===== src/rtl/counter_74x161_pkg.sv =====
// Shared constants and helpers for the cascaded 74x161-style synchronous counter.
// Every slice is 4 bits wide. The top level cascades WIDTH/4 slices.
package counter_74x161_pkg;

    localparam int SLICE_W = 4;

    // Only whole numbers of slices, from one to four, are supported.
    function automatic bit legal_width(input int width);
        return (width == 4) || (width == 8) || (width == 12) || (width == 16);
    endfunction

    function automatic bit all_ones(input logic [SLICE_W-1:0] value);
        return &value;
    endfunction

endpackage


===== src/rtl/counter_74x161_slice.sv =====
// One 4-bit slice: clearable register, parallel-load mux, incrementer and slice carry.
// The carry stays combinational so that a chain of slices behaves as one wide counter.
module counter_74x161_slice
    import counter_74x161_pkg::*;
(
    input  logic               clk,
    input  logic               rst_n,
    input  logic               load_n,
    input  logic               enp,
    input  logic               ent,
    input  logic [SLICE_W-1:0] d,
    output logic [SLICE_W-1:0] q,
    output logic               rco
);

    // NOTE: state uses non-blocking assignments so that every slice samples the old chain values on the same edge.
    always_ff @(posedge clk or negedge rst_n) begin
        if (!rst_n) begin
            q <= '0;
        end else if (!load_n) begin
            q <= d;
        end else if (enp && ent) begin
            q <= q + SLICE_W'(1);
        end
    end

    assign rco = ent && all_ones(q);

endmodule


===== src/rtl/counter_74x161.sv =====
// WIDTH-bit synchronous counter built from 4-bit slices.
// Slice k counts only when every lower slice is at all-ones, because its ENT input is the carry of slice k-1.
module counter_74x161
    import counter_74x161_pkg::*;
#(
    parameter int WIDTH = 4
) (
    input  logic             CLK,
    input  logic             CLR_N,
    input  logic             LOAD_N,
    input  logic             ENP,
    input  logic             ENT,
    input  logic [WIDTH-1:0] D,
    output logic [WIDTH-1:0] Q,
    output logic             RCO
);

    localparam int NUM_SLICES = WIDTH / SLICE_W;

    if (!legal_width(WIDTH)) begin : g_bad_width
        $error("counter_74x161: WIDTH=%0d is illegal, use 4, 8, 12 or 16", WIDTH);
    end

    for (genvar k = 0; k < NUM_SLICES; k++) begin : g_slice
        logic ent_in;
        logic rco_out;

        if (k == 0) begin : g_first
            assign ent_in = ENT;
        end else begin : g_chain
            assign ent_in = g_slice[k-1].rco_out;
        end

        counter_74x161_slice u_slice (
            .clk    (CLK),
            .rst_n  (CLR_N),
            .load_n (LOAD_N),
            .enp    (ENP),
            .ent    (ent_in),
            .d      (D[k*SLICE_W +: SLICE_W]),
            .q      (Q[k*SLICE_W +: SLICE_W]),
            .rco    (rco_out)
        );
    end

    assign RCO = g_slice[NUM_SLICES-1].rco_out;

endmodule


===== config.mk =====
export PLATFORM = sky130hd
export DESIGN_NAME = counter_74x161
export DESIGN_NICKNAME = d
export VERILOG_FILES = /design/src/rtl/counter_74x161_pkg.sv /design/src/rtl/counter_74x161_slice.sv /design/src/rtl/counter_74x161.sv
export SDC_FILE = /design/constraint.sdc
export NUM_CORES = 1
export LEC_CHECK = 0
export CORE_AREA = 2 2 39 41
export DETAILED_ROUTE_END_ITERATION = 7
export DIE_AREA = 0 0 41 43
export GPL_TIMING_DRIVEN = 0
export PLACE_DENSITY = 0.5
export SYNTH_ARGS = -nofsm -noshare
export SYNTH_HDL_FRONTEND = slang
export SYNTH_SLANG_ARGS = --single-unit

===== constraint.sdc =====
create_clock -name CLK -period 2.4 [get_ports CLK]
set_clock_uncertainty 0.2 [all_clocks]
set_input_delay 0.24 -clock CLK [delete_from_list [all_inputs] [get_ports CLK]]
set_output_delay 0.24 -clock CLK [all_outputs]
set_load 0.05 [all_outputs]

==> impl.org <==
** Clocking
- TritonCTS built the clock tree.
- The clock passes through at most 2 buffers.
- Maximum level of the CTS H-tree :: 1
- Master cell of the clock root buffer :: sky130_fd_sc_hd__clkbuf_4
- After clock tree synthesis, the repair step resized 0 gates.
- Insertion delay of the later-clocked pin in the worst-skew pair :: ~0.23 ns
- CTS saw 4 sinks.
- CTS Hold Bufs :: 0
- The number of setup buffers added after CTS is 0.
- The number of clock buffers added by TritonCTS is 3.
- After clock tree synthesis, the clock-pin slew on the worst setup and hold paths is 0.04 ns.

** Synthesis
- Number of unique standard cell types used by synthesis :: 13
- Synthesis-stage register bit count :: 4
- After technology mapping, the gate count stands at 23.
- Sequential elements use 46.0% of the synthesized area.
- Number of nets in the synthesized netlist :: 33
- Syn avg cell area :: 9.47 sq um
- Cell Area, Synth :: 218 sq um
- Warnings, synthesis :: 0

** Cells and area
- Diode insertion count for antenna repair :: 0
- Flip-flop count of the largest register after layout :: 4
- Biggest registers after layout :: g_slice.u_slice.q x4
- In the layout the commonest cells are sky130_fd_sc_hd__clkdlybuf4s50_1, sky130_fd_sc_hd__nor2_1, sky130_fd_sc_hd__dfrtp_1, sky130_fd_sc_hd__a21oi_1, sky130_fd_sc_hd__clkbuf_4.
- Leaving out fill and tap cells, the most frequent cell in the layout is sky130_fd_sc_hd__clkdlybuf4s50_1.
- Nets@finish :: 50
- Layout cells sized above 1 :: 13.2%
- More flip-flops sit in one register than any other, and that register is g_slice.u_slice.q.
- Count of placed standard cells in the final layout, fillers left out :: 54
- Signed area change from the synthesized netlist to the final layout :: 74.7%

** Critical path
- Worst EP required :: around 2 ns
- STA classifies the critical path endpoint as an output pin.
- Beginning of the worst register-to-register path :: g_slice[0].u_slice.q[0]
- R2r endpoint :: g_slice[0].u_slice.q[2]
- The most critical setup path has its startpoint at g_slice[0].u_slice.q[0].
- Of all nets on the critical path, the largest fanout is 4.
- Following the worst setup path forward leads to its endpoint at RCO.
- Internal reg-to-reg setup slack :: 1.14 ns
- Worst EP arrival :: 1.79 ns
- Kind of launch point of the worst setup path :: flip-flop
- Depth of the most critical reg-to-reg path :: 4
- Crit Path Category :: reg -> out

** Route
- Detailed routing inserted a total of 213 vias.
- Dividing the detail-routed via count by the number of cells gives around 3.9.
- # DRC :: 0
- For this run, the detailed router's first-pass iteration total came to 3.
- Total wire length after detailed routing :: 516 microns
- In the final routed layout, each cell accounts on average for 9.56 microns.
- Once detail routing completed, the nets flagged for antenna violations numbered 0.
- Iteration-0 DRC Markers :: 5

** Global route
- Entering global routing, the biggest net connects 9 pins.
- After global routing the overflow that remains totals 0.
- The first global-routing pass estimated roughly 790 microns of wire.
- The number of global-route vias before repair is roughly 180.
- The number of antenna violations at the first check in global routing is 0.
- In the global route stage, overall resource usage came out at between 7 and 8%.

** Pwr
- Part of the power in registers :: 33.0%
- Dividing total power by cell area gives a power density of 671 nW/um^2.
- IR analysis of the VDD net gives a maximum drop of 0.201 mV.
- Total power consumption of the routed design :: 255 uW
- Cell internal power was estimated by the tool at 168 uW.
- Leakage power :: approximately 0.15 nW
- The analysis attributes to net switching a power of about 87 uW.
- Sw Ratio :: 34.2%
- Of the total power, the clock network draws 33.2%.
- Part of the total power dissipated in combinational logic :: between 30% and 40%

** STA
- Final-layout setup total negative slack :: 0 ns
- Unrepaired setup endpoints after global routing :: false
- The count of endpoints failing hold in the final timing report came to 0.
- Final Worst Setup Slack :: about 0.17 ns
- Final Critical Period :: 2.23 ns
- Worst-margin pin slew :: 0.494 ns
- The max-slew violation count came to 0.
- Static timing analysis puts the maximum clock frequency at about 450 MHz.
- Worst-case headroom to the max-slew limit :: 67.0%
- Setup violations remaining at the end of the flow were counted as 0.
- Period utilisation layout :: 93.1%

** Floorplanning
- The die covers 1760 sq um.
- # IOs :: 14
- For this configuration, the core starts out at a cell density of between 10% and 20%.
- Chip Width :: 41 microns
- Floorplan die height :: 43 microns
- The initialized floorplan defines 14 standard-cell rows.
- Core region area :: 1380 sq um

** Place
- Final estimated routing congestion in global placement :: 0.659
- Including well taps, the total number of placed cells is 51.
- Buffers on Ports :: 12
- Post-place setup slack :: about 0.19 ns

** Status
- Run status :: finished clean

** Job
- Maximum Capacitance Violations :: 0

** Hold path
- Hold Crit Class :: in -> async
## worst max-delay path: stages (launching register included)
cell                              delay [ns]
sky130_fd_sc_hd__dfrtp_1                0.39
sky130_fd_sc_hd__ha_1                   0.18
sky130_fd_sc_hd__and4_2                 0.20
sky130_fd_sc_hd__clkdlybuf4s50_1        0.79
## stage by stage
stage / hold slack, ns / util (%) / instance area (sq um)
finish: 0.00916 / 27.5 / 380
global route: 0.0166 / 27.5 / 380
CTS: 0.0109 / 27.5 / 380
detailed placement: 0.269 / 25.9 / 358
global placement: 0.271 / 25.9 / 358
floorplan: -0.256 / - / 218
## metal layers
metal  up-vias  GRT usage (%)  part of all wire, %  wire (microns)
met5         -              0                    0               0
met4         0           2.00                    0               0
met3         0           9.95                   16              84
met2        13           8.13                   39             203
met1        86           9.39                   44             227
li1        114              -                    -               -
## worst min-delay path by stage
stage	from	endpoint	slack, ns	cells after the start
finish	CLR_N	g_slice[0].u_slice.q[2]	0.009	1
global route	CLR_N	g_slice[0].u_slice.q[2]	0.02	1
CTS	CLR_N	g_slice[0].u_slice.q[2]	0.01	1
detailed placement	CLR_N	g_slice[0].u_slice.q[2]	0.27	1
global placement	CLR_N	g_slice[0].u_slice.q[2]	0.27	1
floorplan	CLR_N	g_slice[0].u_slice.q[0]	-0.26	0
## final cells by class
cell class	count	area, sq um
plain buffers	1	3.75
clock buffers	3	22.5
fillers	157	1000
multi-input cells	18	114
flip-flops and latches	4	100
well taps	16	20.0
repair buffers	12	120
## cell usage after synthesis, drive strengths merged
| cell type | count | share of area [%] |
|---|---|---|
| xor2 | 2 | 8.0 |
| nand3 | 2 | 4.6 |
| a21oi | 3 | 6.9 |
| and4 | 1 | 4.6 |
| clkbuf | 1 | 1.7 |
| nor2 | 4 | 6.9 |
| a31oi | 1 | 2.9 |
| nand2 | 1 | 2.9 |
| dfrtp | 4 | 46 |
| mux2i | 1 | 4.6 |
| or3 | 1 | 2.9 |
| ha | 1 | 5.7 |
| o21ai | 1 | 2.3 |
## kinds of logic (layout without fill, tap and decap cells)
| kind of cell | after synthesis | count (layout) | share of synthesized area (%) |
|---|---|---|---|
| AOI/OAI and AO/OA | 5 | 5 | 12.1 |
| xor gates and xnor gates | 2 | 2 | 8.05 |
| adders and majority gates | 1 | 1 | 5.75 |
| buffers and inverters | 1 | 16 | 1.72 |
| DFF | 4 | 4 | 46.0 |
| muxes | 1 | 1 | 4.60 |
| and+or+nand+nor | 9 | 9 | 21.8 |
## power groups by stage
| stage | Combinational (mW) | Sequential [mW] | Clock (mW) |
|---|---|---|---|
| final | 0.0863 | 0.0842 | 0.0849 |
| after floorplan | 0.0236 | 0.112 | 0 |
| after CTS | 0.0875 | 0.0845 | 0.0894 |
| after detailed placement | 0.0870 | 0.0854 | 0 |
| after global placement | 0.0866 | 0.0855 | 0 |
| after global routing | 0.0917 | 0.0859 | 0.101 |
Power figures use the tool's default switching activity.
